File: config.mk
export PLATFORM = sky130hd
export DESIGN_NAME = instr_fetch
export DESIGN_NICKNAME = d
export VERILOG_FILES = /design/src/rtl/instr_fetch.sv
export SDC_FILE = /design/constraint.sdc
export NUM_CORES = 1
export LEC_CHECK = 0
export CAP_MARGIN = 5
export CORE_ASPECT_RATIO = 1.2
export CORE_MARGIN = 2
export CORE_UTILIZATION = 53
export CTS_CLUSTER_SIZE = 28
export DETAILED_ROUTE_END_ITERATION = 7
export HOLD_SLACK_MARGIN = 0.02
export PLACE_DENSITY = 0.83
export SLEW_MARGIN = 10
export SYNTH_ARGS = -nofsm -noshare
export SYNTH_HDL_FRONTEND = slang
export SYNTH_SLANG_ARGS = --single-unit
File: constraint.sdc
create_clock -name clk -period 10.6 [get_ports clk]
set_input_delay 2.12 -clock clk [delete_from_list [all_inputs] [get_ports clk]]
set_output_delay 2.12 -clock clk [all_outputs]
set_load 0.005 [all_outputs]
File: src/rtl/instr_fetch.sv
// Instruction fetch stage: owns the PC, drives a one-cycle-latency ROM and
// buffers returned words in a small FIFO handed to execute via valid/ready.
module instr_fetch #(
    parameter int unsigned         PC_WIDTH = 11,
    parameter logic [PC_WIDTH-1:0] RESET_PC = '0,
    parameter int unsigned         DEPTH    = 2
) (
    input  logic                clk,
    input  logic                rst_n,
    output logic                rom_en,
    output logic [7:0]          rom_addr,
    input  logic [31:0]         rom_q,
    output logic                instr_valid,
    output logic [31:0]         instr,
    output logic [PC_WIDTH-1:0] instr_pc,
    output logic [PC_WIDTH-1:0] instr_pc_plus4,
    input  logic                instr_ready,
    input  logic                redirect_valid,
    input  logic [PC_WIDTH-1:0] redirect_pc,
    output logic                halted
);

    localparam int unsigned AW = $clog2(DEPTH);
    localparam int unsigned CW = AW + 1;

    logic [PC_WIDTH-1:0] fetch_pc_q, fetch_pc_d;
    logic                inflight_q, inflight_d;
    logic [PC_WIDTH-1:0] inflight_pc_q, inflight_pc_d;
    logic                halt_pending_q, halt_pending_d;
    logic [AW-1:0]       rd_ptr_q, rd_ptr_d;
    logic [AW-1:0]       wr_ptr_q, wr_ptr_d;
    logic [CW-1:0]       count_q, count_d;
    logic [31:0]         mem_instr_q [DEPTH];
    logic [31:0]         mem_instr_d [DEPTH];
    logic [PC_WIDTH-1:0] mem_pc_q [DEPTH];
    logic [PC_WIDTH-1:0] mem_pc_d [DEPTH];

    logic                pop;
    logic                push;
    logic                bad_op;
    logic                issue;
    logic [CW-1:0]       occupancy;

    function automatic logic opcode_legal(input logic [6:0] op);
        case (op)
            7'b0110011, 7'b0010011, 7'b0100011, 7'b0000011,
            7'b1100011, 7'b1101111, 7'b1100111: return 1'b1;
            default:                            return 1'b0;
        endcase
    endfunction

    // Next-state: issue, capture, FIFO push/pop and redirect flush.
    always_comb begin
        fetch_pc_d     = fetch_pc_q;
        inflight_d     = inflight_q;
        inflight_pc_d  = inflight_pc_q;
        halt_pending_d = halt_pending_q;
        rd_ptr_d       = rd_ptr_q;
        wr_ptr_d       = wr_ptr_q;
        count_d        = count_q;
        mem_instr_d    = mem_instr_q;
        mem_pc_d       = mem_pc_q;

        pop       = instr_valid & instr_ready;
        occupancy = count_q - CW'(pop) + CW'(inflight_q);
        issue     = rst_n & ~redirect_valid & ~halt_pending_q & (occupancy < CW'(DEPTH));
        push      = inflight_q & ~redirect_valid & opcode_legal(rom_q[6:0]);
        bad_op    = inflight_q & ~redirect_valid & ~opcode_legal(rom_q[6:0]);

        if (redirect_valid) begin
            fetch_pc_d     = redirect_pc & ~PC_WIDTH'(3);
            inflight_d     = 1'b0;
            halt_pending_d = 1'b0;
            rd_ptr_d       = '0;
            wr_ptr_d       = '0;
            count_d        = '0;
        end else begin
            if (issue) begin
                inflight_d    = 1'b1;
                inflight_pc_d = fetch_pc_q;
                fetch_pc_d    = fetch_pc_q + PC_WIDTH'(4);
            end else begin
                inflight_d = 1'b0;
            end
            // A fetch issued alongside the bad word is speculative past it; drop it.
            if (bad_op) begin
                halt_pending_d = 1'b1;
                inflight_d     = 1'b0;
            end
            if (push) begin
                mem_instr_d[wr_ptr_q] = rom_q;
                mem_pc_d[wr_ptr_q]    = inflight_pc_q;
                wr_ptr_d              = wr_ptr_q + AW'(1);
            end
            if (pop) begin
                rd_ptr_d = rd_ptr_q + AW'(1);
            end
            count_d = count_q + CW'(push) - CW'(pop);
        end
    end

    always_ff @(posedge clk) begin
        if (!rst_n) begin
            fetch_pc_q     <= RESET_PC;
            inflight_q     <= 1'b0;
            inflight_pc_q  <= '0;
            halt_pending_q <= 1'b0;
            rd_ptr_q       <= '0;
            wr_ptr_q       <= '0;
            count_q        <= '0;
        end else begin
            fetch_pc_q     <= fetch_pc_d;
            inflight_q     <= inflight_d;
            inflight_pc_q  <= inflight_pc_d;
            halt_pending_q <= halt_pending_d;
            rd_ptr_q       <= rd_ptr_d;
            wr_ptr_q       <= wr_ptr_d;
            count_q        <= count_d;
        end
    end

    // Payload storage needs no reset: head outputs are gated by instr_valid.
    always_ff @(posedge clk) begin
        mem_instr_q <= mem_instr_d;
        mem_pc_q    <= mem_pc_d;
    end

    assign instr_valid    = (count_q != '0);
    assign instr          = instr_valid ? mem_instr_q[rd_ptr_q] : '0;
    assign instr_pc       = instr_valid ? mem_pc_q[rd_ptr_q] : '0;
    assign instr_pc_plus4 = instr_valid ? mem_pc_q[rd_ptr_q] + PC_WIDTH'(4) : '0;
    assign rom_en         = issue;
    assign rom_addr       = fetch_pc_q[9:2];
    assign halted         = halt_pending_q & ~instr_valid & ~inflight_q;

endmodule

==> reports/metrics.yaml <==
finalWirelength_um: 9116
synth_area_per_cell_um2: 12.45
ctsRootBufferMaster: "clkbuf_8"
final.setup.worst_slack_ns: 3.530
start_util_pct: 54.38
startpoint_type: "primary input"
row_count: 37
report.final.setup_viol: 0
place_congestion: 0.8503
postSynthCellCount: 372
cp_top_family: "XOR/XNOR gates"
drive_gt1_share_pct: 5.330
fin_crit_sh_pct: 66.70
cp.arrival_ns: 4.95
synth-edff-count: 82
clkTransAtPathRegs_ns: 0.09
async_flop_share_pct: 0
place_area_um2: 5698
fin_crit_ns: 7.070
crit_path_frequent_cell: "clkdlybuf4s50_1"
insertion_delay_ns: 0.37
syn_area_um2: 4632
cts_hold_buf: 0
ant_nets: 0
grt_usage_pct: 19.21
status: "completed"
rsz0062_at_grt: "false"
final_common_cell: "clkdlybuf4s50_1"
maxCapViolCount: 0
ys_types: 45
post_cts_resized: 0
yosysWarningCount: 0
required_ns: 8.48
num_vias: 3205
drv_slew: 0
worstPathCellList: "clkdlybuf4s50_1 > and2_1 > ha_1 > nor2b_1 > xor2_1 > nor2_1 > clkdlybuf4s50_1"
port_buffers: 105
cts_htree_levels: 3
clockBufferDepth: 2
mostFrequentLayoutCells: "clkdlybuf4s50_1, edfxtp_1, nor2_1"
stdcell_count: 586
coreArea_um2: 8518
max_freq_ghz: 0.1414
relSlewSlack_pct: 15.24
cpMaxStageDelayCell: "xor2_1"
drc: 0
cts_tree: "yes"
power.density_nw_per_um2: 125.6
irDropWorstVdd_uv: 91.72
syn_to_final_growth_pct: 27.17
final_net_count: 516
synth_seq_cells: 106
p_leak_nw: 1.915
max_stage_delay_ns: 1.00
cts_setup_buffers: 0
wl_per_cell_um: 15.56
ys.flop_type: "edfxtp_1"
dp_hpwl_um: 6161
place_ws_ns: 3.581
first_iter_violations: 138
die_y_um: 106.4
grt_first_pass_wirelength_um: 14000
place_inst: 570
dieArea_um2: 9507
io_pins: 112
firstDrtPassIters: 4
globalRouteOverflowTotal: 0
grt_max_degree: 48
criticalPathCategory: "in2out"
drt-vias-per-instance: 5.469
skew_ns: 0.009823
ys_seq_area_share_pct: 63.53
endpoint_kind: "output port"
cts_buffers: 9
path_max_fanout: 20
fin_area_um2: 5891
tightest_slew_ns: 1.267
timing.hold.ws_ns: 0.4518
hold_violations: 0
clock-sinks: 106
first_global_vias: 3074
antenna_found_initial: 0
setup_tns_ns: 0
antennaDiodeCount: 0
hold_class: "reg2reg"
chipWidth_um: 89.34
cp_num_buf_inv: 2
==> sequential cells by signal (all words and copies together) (netlist names) <==
name / count
inflight_q: 1
inflight_pc_q: 9
rd_ptr_q: 1
wr_ptr_q: 1
count_q: 2
fetch_pc_q: 9
mem_instr_q: 64
mem_pc_q: 18
halt_pending_q: 1
==> per-layer routing <==
layer	vias up	GRT usage, %	wire (um)
met2	132	32.80	4517
li1	1546	-	-
met4	0	8.955	192
met1	1513	22.71	3769
met5	-	0	0
met3	14	3.960	636
==> cell usage after synthesis, drive strengths merged (4+ instances only) <==
| cell type | instances | area [um2] |
|---|---|---|
| dfxtp | 24 | 480.5 |
| nand3 | 18 | 90.09 |
| xor2 | 4 | 35.03 |
| nand4 | 6 | 37.54 |
| inv | 10 | 37.53 |
| a31oi | 8 | 50.05 |
| xnor2 | 4 | 35.03 |
| nand3b | 4 | 30.03 |
| nand2 | 7 | 26.28 |
| clkbuf | 10 | 37.54 |
| and2 | 4 | 25.02 |
| a21boi | 9 | 67.56 |
| buf | 20 | 143.9 |
| a21oi | 11 | 55.05 |
| mux2i | 40 | 400.4 |
| nor2 | 51 | 191.4 |
| edfxtp | 82 | 2462 |
| ha | 5 | 62.56 |
| nor2b | 4 | 25.02 |
| o21ai | 18 | 90.09 |
==> final cells by class <==
type                    instances  area, um2
flip-flops and latches        106       2944
fillers                       628       2628
multi-input cells             228       1493
repair buffers                108       1074
well taps                     117      146.4
clock buffers                  10      127.6
clock inverters                 6      65.06
inverters                      11      41.29
==> worst register-to-register path: stages, from the launching register on <==
cell     delay, ns
dfxtp_1       0.37
nor2_4        0.80
inv_1         0.31
and2_1        0.30
ha_1          0.30
nor2b_1       0.21
xor2_1        1.00
o21ai_0       0.24
a31oi_1       0.23
==> stage by stage <==
| stage | power, W | utilization [%] |
|---|---|---|
| final | 0.0007397 | 69.15 |
| after global placement | 0.0005057 | 66.89 |
| after global routing | 0.0007619 | 69.15 |
| after detailed placement | 0.0005072 | 66.89 |
| after CTS | 0.0007445 | 69.15 |
| after floorplan | 0.0004827 | - |
==> path summary, 6_finish.rpt <==
path                                        from       endpoint  slack (ns)  depth (start not counted)
worst min-delay path            inflight_pc_q[9]    mem_pc_q[9]        0.45                          0
worst max register to register        count_q[0]  fetch_pc_q[3]        6.77                          8
worst min register to register  inflight_pc_q[9]    mem_pc_q[9]        0.45                          0
worst max-delay path                 instr_ready         rom_en        3.53                          7
==> cells by family (layout without fill, tap and decap cells) <==
group / count (synthesis) / count (layout) / share of synthesized area (%)
AND/OR/NAND/NOR: 108 / 108 / 11.18
XOR/XNOR: 8 / 8 / 1.513
other: 1 / 4 / 0.08096
multiplexers: 41 / 41 / 8.887
adder cells (fa/ha/maj): 5 / 5 / 1.351
AO/OA/AOI/OAI: 62 / 62 / 8.644
flip-flops: 106 / 106 / 63.53
buffers and inverters: 41 / 135 / 4.808
==> power breakdown <==
group	switching, W	total, W	internal [W]	leakage (nW)
Sequential	0.00000561	0.000456	0.000450	0.946
Combinational	0.0000164	0.0000423	0.0000259	0.872
Clock	0.000132	0.000242	0.000110	0.0966
No activity file was read; power rests on OpenSTA's default activity.
